### src/rtl/if_stage_ibuf_pkg.sv
// Shared types and bus layout for the fetch-stage instruction buffer.
package if_stage_ibuf_pkg;

   localparam int unsigned PS_TO_FS_BUS_WD = 41;
   localparam int unsigned FS_TO_DS_BUS_WD = 74;

   // pre-IF bus: {s0_ex, s0_refill_ex, ecode[5:0], ex, pc[31:0]}
   localparam int unsigned PS_EX_BIT   = 32;
   localparam int unsigned PS_INFO_LSB = 32;

   localparam logic [9:0] CACOP_OPC = 10'b0000011000;

   typedef enum logic {
      ST_WAIT,
      ST_READY
   } entry_state_e;

   typedef struct packed {
      logic                       valid;
      entry_state_e               state;
      logic [PS_TO_FS_BUS_WD-1:0] ps_bus;
      logic [31:0]                inst;
      logic                       icacop;
   } ibuf_entry_t;

   function automatic logic is_cacop(input logic [31:0] inst);
      return (inst[31:22] == CACOP_OPC) && (inst[2:0] == 3'b000);
   endfunction

   // ID bus: {icacop, s0_ex, s0_refill_ex, ecode, ex, inst, pc}
   function automatic logic [FS_TO_DS_BUS_WD-1:0] pack_ds_bus(input ibuf_entry_t e);
      return {e.icacop, e.ps_bus[PS_TO_FS_BUS_WD-1:PS_INFO_LSB], e.inst, e.ps_bus[31:0]};
   endfunction

endpackage

### src/rtl/if_stage_ibuf_if.sv
// Handshake and data signals between pre-IF, inst sram, IF and ID.
interface if_stage_ibuf_if;
   import if_stage_ibuf_pkg::*;

   logic                       ps_to_fs_valid;
   logic [PS_TO_FS_BUS_WD-1:0] ps_to_fs_bus;
   logic                       fs_allowin;
   logic                       data_ok;
   logic [31:0]                inst_sram_rdata;
   logic                       flush;
   logic                       ds_allowin;
   logic                       fs_to_ds_valid;
   logic [FS_TO_DS_BUS_WD-1:0] fs_to_ds_bus;
   logic                       fs_is_icacop;
   logic                       fs_busy;

   modport slave (
      input  ps_to_fs_valid, ps_to_fs_bus, data_ok, inst_sram_rdata, flush, ds_allowin,
      output fs_allowin, fs_to_ds_valid, fs_to_ds_bus, fs_is_icacop, fs_busy
   );

   modport master (
      output ps_to_fs_valid, ps_to_fs_bus, data_ok, inst_sram_rdata, flush, ds_allowin,
      input  fs_allowin, fs_to_ds_valid, fs_to_ds_bus, fs_is_icacop, fs_busy
   );

endinterface

### src/rtl/if_stage_ibuf_ring.sv
// Ring of fetch entries: storage, head/tail/count and oldest-WAIT lookup.
module fs_ibuf_ring
   import if_stage_ibuf_pkg::*;
#(
   parameter int unsigned IBUF_DEPTH = 4
) (
   input  logic                             clk,
   input  logic                             resetn,
   input  logic                             push,
   input  logic                             push_ex,
   input  logic [PS_TO_FS_BUS_WD-1:0]       push_bus,
   input  logic                             fill,
   input  logic [31:0]                      fill_inst,
   input  logic                             fill_icacop,
   input  logic                             pop,
   input  logic                             flush,
   output ibuf_entry_t                      head_entry,
   output logic [$clog2(IBUF_DEPTH):0]      count,
   output logic [$clog2(IBUF_DEPTH):0]      wait_cnt,
   output logic                             has_wait,
   output logic                             any_icacop,
   output logic                             any_valid
);
   localparam int unsigned PW = $clog2(IBUF_DEPTH);

   ibuf_entry_t   ent [IBUF_DEPTH];
   logic [PW-1:0] head;
   logic [PW-1:0] tail;
   logic [PW-1:0] fill_idx;
   logic [PW-1:0] scan_idx;

   assign head_entry = ent[head];

   // Scan from head so the first WAIT hit is the oldest outstanding request.
   always_comb begin
      has_wait   = 1'b0;
      fill_idx   = head;
      scan_idx   = head;
      wait_cnt   = '0;
      any_icacop = 1'b0;
      any_valid  = 1'b0;
      for (int unsigned i = 0; i < IBUF_DEPTH; i++) begin
         scan_idx = head + PW'(i);
         if (ent[scan_idx].valid) begin
            any_valid = 1'b1;
            if (ent[scan_idx].icacop) any_icacop = 1'b1;
            if (ent[scan_idx].state == ST_WAIT) begin
               wait_cnt = wait_cnt + (PW+1)'(1);
               if (!has_wait) begin
                  has_wait = 1'b1;
                  fill_idx = scan_idx;
               end
            end
         end
      end
   end

   // Entry storage; pop, fill and push always target distinct slots.
   always_ff @(posedge clk or negedge resetn) begin
      if (!resetn) begin
         for (int unsigned i = 0; i < IBUF_DEPTH; i++) ent[i] <= '0;
      end else if (flush) begin
         for (int unsigned i = 0; i < IBUF_DEPTH; i++) ent[i].valid <= 1'b0;
      end else begin
         if (pop) ent[head].valid <= 1'b0;
         if (fill) begin
            ent[fill_idx].state  <= ST_READY;
            ent[fill_idx].inst   <= fill_inst;
            ent[fill_idx].icacop <= fill_icacop;
         end
         if (push) begin
            ent[tail] <= '{valid: 1'b1, state: (push_ex ? ST_READY : ST_WAIT),
                           ps_bus: push_bus, inst: '0, icacop: 1'b0};
         end
      end
   end

   // Pointers and occupancy.
   always_ff @(posedge clk or negedge resetn) begin
      if (!resetn) begin
         head  <= '0;
         tail  <= '0;
         count <= '0;
      end else if (flush) begin
         head  <= '0;
         tail  <= '0;
         count <= '0;
      end else begin
         head  <= head + PW'(pop);
         tail  <= tail + PW'(push);
         count <= count + (PW+1)'(push) - (PW+1)'(pop);
      end
   end

endmodule

### src/rtl/if_stage_ibuf.sv
// Fetch stage: in-order instruction buffer between pre-IF/inst sram and ID.
module if_stage_ibuf
   import if_stage_ibuf_pkg::*;
#(
   parameter int unsigned IBUF_DEPTH = 4
) (
   input logic            clk,
   input logic            resetn,
   if_stage_ibuf_if.slave fs
);
   localparam int unsigned PW = $clog2(IBUF_DEPTH);
   localparam int unsigned DW = $clog2(IBUF_DEPTH + 1);

   ibuf_entry_t   head_entry;
   logic [PW:0]   count;
   logic [PW:0]   wait_cnt;
   logic          has_wait;
   logic          any_icacop;
   logic          any_valid;
   logic          push;
   logic          pop;
   logic          fill;
   logic          drop;
   logic          consume;
   logic [DW-1:0] discard_cnt;
   logic [DW:0]   discard_sum;

   assign fs.fs_allowin     = count < (PW+1)'(IBUF_DEPTH);
   assign push              = fs.ps_to_fs_valid && fs.fs_allowin && !fs.flush;
   assign drop              = fs.data_ok && (discard_cnt != '0);
   assign fill              = fs.data_ok && (discard_cnt == '0) && has_wait;
   assign consume           = drop || fill;
   assign fs.fs_to_ds_valid = head_entry.valid && (head_entry.state == ST_READY) && !fs.flush;
   assign pop               = fs.fs_to_ds_valid && fs.ds_allowin;
   assign fs.fs_to_ds_bus   = head_entry.valid ? pack_ds_bus(head_entry) : '0;
   assign fs.fs_is_icacop   = any_icacop;
   assign fs.fs_busy        = any_valid || (discard_cnt != '0);

   fs_ibuf_ring #(
      .IBUF_DEPTH (IBUF_DEPTH)
   ) u_ring (
      .clk         (clk),
      .resetn      (resetn),
      .push        (push),
      .push_ex     (fs.ps_to_fs_bus[PS_EX_BIT]),
      .push_bus    (fs.ps_to_fs_bus),
      .fill        (fill),
      .fill_inst   (fs.inst_sram_rdata),
      .fill_icacop (is_cacop(fs.inst_sram_rdata)),
      .pop         (pop),
      .flush       (fs.flush),
      .head_entry  (head_entry),
      .count       (count),
      .wait_cnt    (wait_cnt),
      .has_wait    (has_wait),
      .any_icacop  (any_icacop),
      .any_valid   (any_valid)
   );

   // On flush every WAIT entry becomes a stale response; a response landing
   // this same cycle (stale or live) is already accounted for.
   always_comb begin
      discard_sum = (DW+1)'(discard_cnt) + (DW+1)'(wait_cnt) - (DW+1)'(consume);
   end

   // Stale-response counter.
   always_ff @(posedge clk or negedge resetn) begin
      if (!resetn) begin
         discard_cnt <= '0;
      end else if (fs.flush) begin
         discard_cnt <= discard_sum[DW-1:0];
      end else if (drop) begin
         discard_cnt <= discard_cnt - DW'(1);
      end
   end

   // A response is only legal while some request, stale or live, is outstanding.
   assert property (@(posedge clk) disable iff (!resetn)
                    fs.data_ok |-> (discard_cnt != '0 || has_wait))
      else $error("if_stage_ibuf: data_ok with no outstanding request");

endmodule

### src/flat_wrapper.sv
// flat-port wrapper written by rule: the top's interface ports become plain ports
module if_stage_ibuf_flat import if_stage_ibuf_pkg::*;
#(
   parameter int unsigned IBUF_DEPTH = 4
)
  (clk, resetn, fs_ps_to_fs_valid, fs_ps_to_fs_bus, fs_data_ok, fs_inst_sram_rdata, fs_flush, fs_ds_allowin, fs_fs_allowin, fs_fs_to_ds_valid, fs_fs_to_ds_bus, fs_fs_is_icacop, fs_fs_busy);
  if_stage_ibuf_if fs_i ();
  input logic clk;
  input logic resetn;
  input wire logic [$bits(fs_i.ps_to_fs_valid)-1:0] fs_ps_to_fs_valid;
  input wire logic [$bits(fs_i.ps_to_fs_bus)-1:0] fs_ps_to_fs_bus;
  input wire logic [$bits(fs_i.data_ok)-1:0] fs_data_ok;
  input wire logic [$bits(fs_i.inst_sram_rdata)-1:0] fs_inst_sram_rdata;
  input wire logic [$bits(fs_i.flush)-1:0] fs_flush;
  input wire logic [$bits(fs_i.ds_allowin)-1:0] fs_ds_allowin;
  output wire logic [$bits(fs_i.fs_allowin)-1:0] fs_fs_allowin;
  output wire logic [$bits(fs_i.fs_to_ds_valid)-1:0] fs_fs_to_ds_valid;
  output wire logic [$bits(fs_i.fs_to_ds_bus)-1:0] fs_fs_to_ds_bus;
  output wire logic [$bits(fs_i.fs_is_icacop)-1:0] fs_fs_is_icacop;
  output wire logic [$bits(fs_i.fs_busy)-1:0] fs_fs_busy;
  assign fs_i.ps_to_fs_valid = fs_ps_to_fs_valid;
  assign fs_i.ps_to_fs_bus = fs_ps_to_fs_bus;
  assign fs_i.data_ok = fs_data_ok;
  assign fs_i.inst_sram_rdata = fs_inst_sram_rdata;
  assign fs_i.flush = fs_flush;
  assign fs_i.ds_allowin = fs_ds_allowin;
  assign fs_fs_allowin = fs_i.fs_allowin;
  assign fs_fs_to_ds_valid = fs_i.fs_to_ds_valid;
  assign fs_fs_to_ds_bus = fs_i.fs_to_ds_bus;
  assign fs_fs_is_icacop = fs_i.fs_is_icacop;
  assign fs_fs_busy = fs_i.fs_busy;
  if_stage_ibuf #(.IBUF_DEPTH(IBUF_DEPTH)) u_core (.clk(clk), .resetn(resetn), .fs(fs_i));
endmodule
### config.mk
export PLATFORM = sky130hd
export DESIGN_NAME = if_stage_ibuf_flat
export DESIGN_NICKNAME = d
export VERILOG_FILES = /design/src/rtl/if_stage_ibuf_pkg.sv /design/src/rtl/if_stage_ibuf_if.sv /design/src/rtl/if_stage_ibuf_ring.sv /design/src/rtl/if_stage_ibuf.sv /design/src/flat_wrapper.sv
export SDC_FILE = /design/constraint.sdc
export NUM_CORES = 1
export LEC_CHECK = 0
export CAP_MARGIN = 20
export CORE_MARGIN = 2
export CORE_UTILIZATION = 60
export CTS_BUF_LIST = sky130_fd_sc_hd__clkbuf_4 sky130_fd_sc_hd__clkbuf_8
export DETAILED_ROUTE_END_ITERATION = 12
export PLACE_DENSITY = 0.84
export SETUP_SLACK_MARGIN = 0.1
export SYNTH_ARGS = -nofsm -noshare
export SYNTH_HDL_FRONTEND = slang
export SYNTH_HIERARCHICAL = 1
export SYNTH_SLANG_ARGS = --single-unit
### constraint.sdc
create_clock -name clk -period 8.5 [get_ports clk]
set_clock_uncertainty 0.05 [all_clocks]
set_input_delay 1.7 -clock clk [delete_from_list [all_inputs] [get_ports clk]]
set_output_delay 1.7 -clock clk [all_outputs]
set_load 0.02 [all_outputs]
==> flow_metrics.tcl <==
set metrics [dict create \
    status "finished, final reports clean" \
    holdPathEnd "u_core/u_ring/ent[115]" \
    ir_drop_v 0.000150 \
    grt_max_degree 184 \
    synth_ff_type "dfrtp_1" \
    stdcell_count 1607 \
    hold_violations 0 \
    start_util 0.614 \
    nets 1344 \
    synth_area_leader_cell "dfrtp_1" \
    holdBufCountCts 0 \
    synth_cell_types 53 \
    r2r-start "u_core/u_ring/head[0]" \
    synth_most_common_cell "dfrtp_1" \
    root_buffer "clkbuf_8" \
    crit_path_max_fanout 54 \
    endpoint_kind "primary output" \
    port_buffers 156 \
    drive_above_1_share 0.261 \
    fmax_mhz 163 \
    required_ns 6.75 \
    layout_worst_path_cycle_share 0.722 \
    ant_nets 0 \
    antenna_found_initial 0 \
    holdPathStages 2 \
    grt_pass1_vias 11300 \
    grt_remaining_overflow 0 \
    drt-pass1-iter-count 5 \
    viasPerCell 6.46 \
    fin_ws_ns 2.36 \
    synth_commonest_cells "dfrtp_1, nand2_1, a32o_1" \
    cts_setup_buffers 0 \
    rsz0062_at_grt "no" \
    drt_iter0_drc 736 \
    yosys_warnings 6 \
    grt_pass1_wl_um 58600 \
    worstSetupPathType "reg2out" \
    rows 57 \
    slew_headroom 0.331 \
    fp.dieH_um 162 \
    dieArea_um2 26300 \
    hold_class "reg2reg" \
    synth_top_area_frac 0.524 \
    switchingPower_mw 1.02 \
    synth_edf_count 0 \
    yosysSeqAreaShare 0.524 \
    p_leak_nw 7.83 \
    synthTopCellsByArea "dfrtp_1, mux4_2, mux2_2, a32o_1, nand2_1" \
    timing_worst_slew_pin_value_ns 1.00 \
    period_needed_ns 6.14 \
    grt_usage 0.281 \
    worstPathArrival_ns 4.39 \
    cts_tree "yes" \
    design_area_um2 17800 \
    worstHoldStart "u_core/u_ring/ent[115]" \
    clkLatencyLatePin_ns 0.57 \
    ioPinCount 157 \
    post_cts_resized 0 \
    syn_to_final_growth_pct 18.9 \
    dpl_worst_slack_ns 2.86 \
    power_density_nw_per_um2 221 \
    fin_tns_setup_ns 0 \
    postPlaceCellArea_um2 16700 \
    max_cap_violations 0 \
    vias 10400 \
    combPwrFrac 0.187 \
    place_congestion 0.786 \
    dpl.hpwl_um 20500 \
    routedWlPerCell_um 22.3 \
    numPlacedInstances 1518 \
    worstReg2RegEnd "u_core/discard_cnt[2]" \
    start_kind "flop" \
    numCtsBuffers 50 \
    r2r_slack_ns 3.04 \
    num_antenna_cells 0 \
    synth_nets 1212 \
    reg2reg_depth 15 \
    ys_seq_elements 314 \
    die_x_um 162 \
    core_area_um2 24400 \
    clock_path_buffers 3 \
    postLayoutCoreUtil 0.730 \
    finalWirelength_um 35800 \
    slew_viol_final 0 \
    async_reset_ff_frac 1.00 \
    cts.sinks 314 \
    netlist_area_um2 15000 \
    clk_pin_slew_ns 0.06 \
    clock_power_share 0.341 \
    setup_viol 0 \
    avgSynthCellArea_um2 13.4 \
    switching_share 0.259 \
    seq_power_share 0.472 \
    power.internal_mw 2.92 \
    synthCells 1114 \
    htreeDepth 2 \
    drc_errors 0 \
]
==> cell usage in the layout, fill, tap and decap left out, types with 14 or more instances in the layout <==
master and count:
dfrtp_1 312, clkdlybuf4s50_1 155, nand2_1 144, a32o_1 132
mux2_2 125, mux4_2 83, and2_1 78, clkbuf_8 66
inv_1 20, clkbuf_4 18, ha_1 17, buf_4 14
==> metal layers <==
metal | vias up | routed length (um) | global-route usage
li1 | 4440 | - | -
met1 | 5429 | 14400 | 0.379
met2 | 422 | 17700 | 0.457
met3 | 92 | 2680 | 0.0582
met4 | 0 | 1090 | 0.106
met5 | - | 0 | 0
==> stage by stage <==
stage / hold WS (ns) / power [mW]
2_1_floorplan: 0.390 / 2.35
3_3_place_gp: 0.402 / 2.58
3_5_place_dp: 0.408 / 2.62
4_1_cts: 0.423 / 3.98
5_1_grt: 0.448 / 4.15
6_report: 0.420 / 3.94
==> flip-flops by register name (all words and copies together) (netlist names) <==
name	count
u_core/u_ring/tail	2
u_core/discard_cnt	3
u_core/u_ring/ent	304
u_core/u_ring/count	3
u_core/u_ring/head	2
==> cell families (layout without fill, tap and decap cells) <==
kind of cell | after synthesis | count (layout) | synth area share
and+or+nand+nor | 283 | 283 | 0.0936
AOI/OAI and AO/OA | 163 | 163 | 0.102
xor gates and xnor gates | 9 | 9 | 0.00626
adders and majority gates | 19 | 19 | 0.0169
muxes | 214 | 214 | 0.224
DFF | 314 | 314 | 0.524
buffers and inverters | 112 | 281 | 0.0332
==> critical path, stage by stage (launching register included) <==
cell and delay, ns:
dfrtp_4 0.96, buf_4 0.88, mux4_2 0.69, or4_1 0.53, nand2b_1 0.16, clkdlybuf4s50_1 0.56
==> cell type report <==
| cell class | count | area, um2 |
|---|---|---|
| Tap cell | 324 | 405 |
| Timing Repair Buffer | 171 | 1690 |
| Clock inverter | 5 | 38.8 |
| Sequential cell | 314 | 7870 |
| Multi-Input combinational cell | 688 | 6690 |
| Clock buffer | 84 | 1040 |
| Fill cell | 1630 | 6580 |
| Inverter | 21 | 78.8 |
==> power groups by stage <==
stage | Sequential [mW] | Combinational (mW) | Clock, mW
after floorplan | 1.83 | 0.513 | 0
after detailed placement | 1.89 | 0.737 | 0
after global routing | 1.89 | 0.804 | 1.45
after CTS | 1.86 | 0.744 | 1.38
after global placement | 1.87 | 0.710 | 0
final | 1.86 | 0.738 | 1.34
==> how the worst max path moves through the flow <==
stage	startpoint	end	cells after the start	slack (ns)
2_1_floorplan	u_core/u_ring/head[1]	u_core/discard_cnt[2]	23	3.24
3_3_place_gp	u_core/u_ring/head[0]	fs_fs_busy	5	2.87
3_5_place_dp	u_core/u_ring/head[0]	fs_fs_busy	5	2.86
4_1_cts	u_core/u_ring/head[0]	fs_fs_busy	5	2.27
5_1_grt	u_core/u_ring/head[0]	fs_fs_busy	5	2.06
6_report	u_core/u_ring/head[0]	fs_fs_busy	5	2.36
No activity file was read; power rests on OpenSTA's default activity.
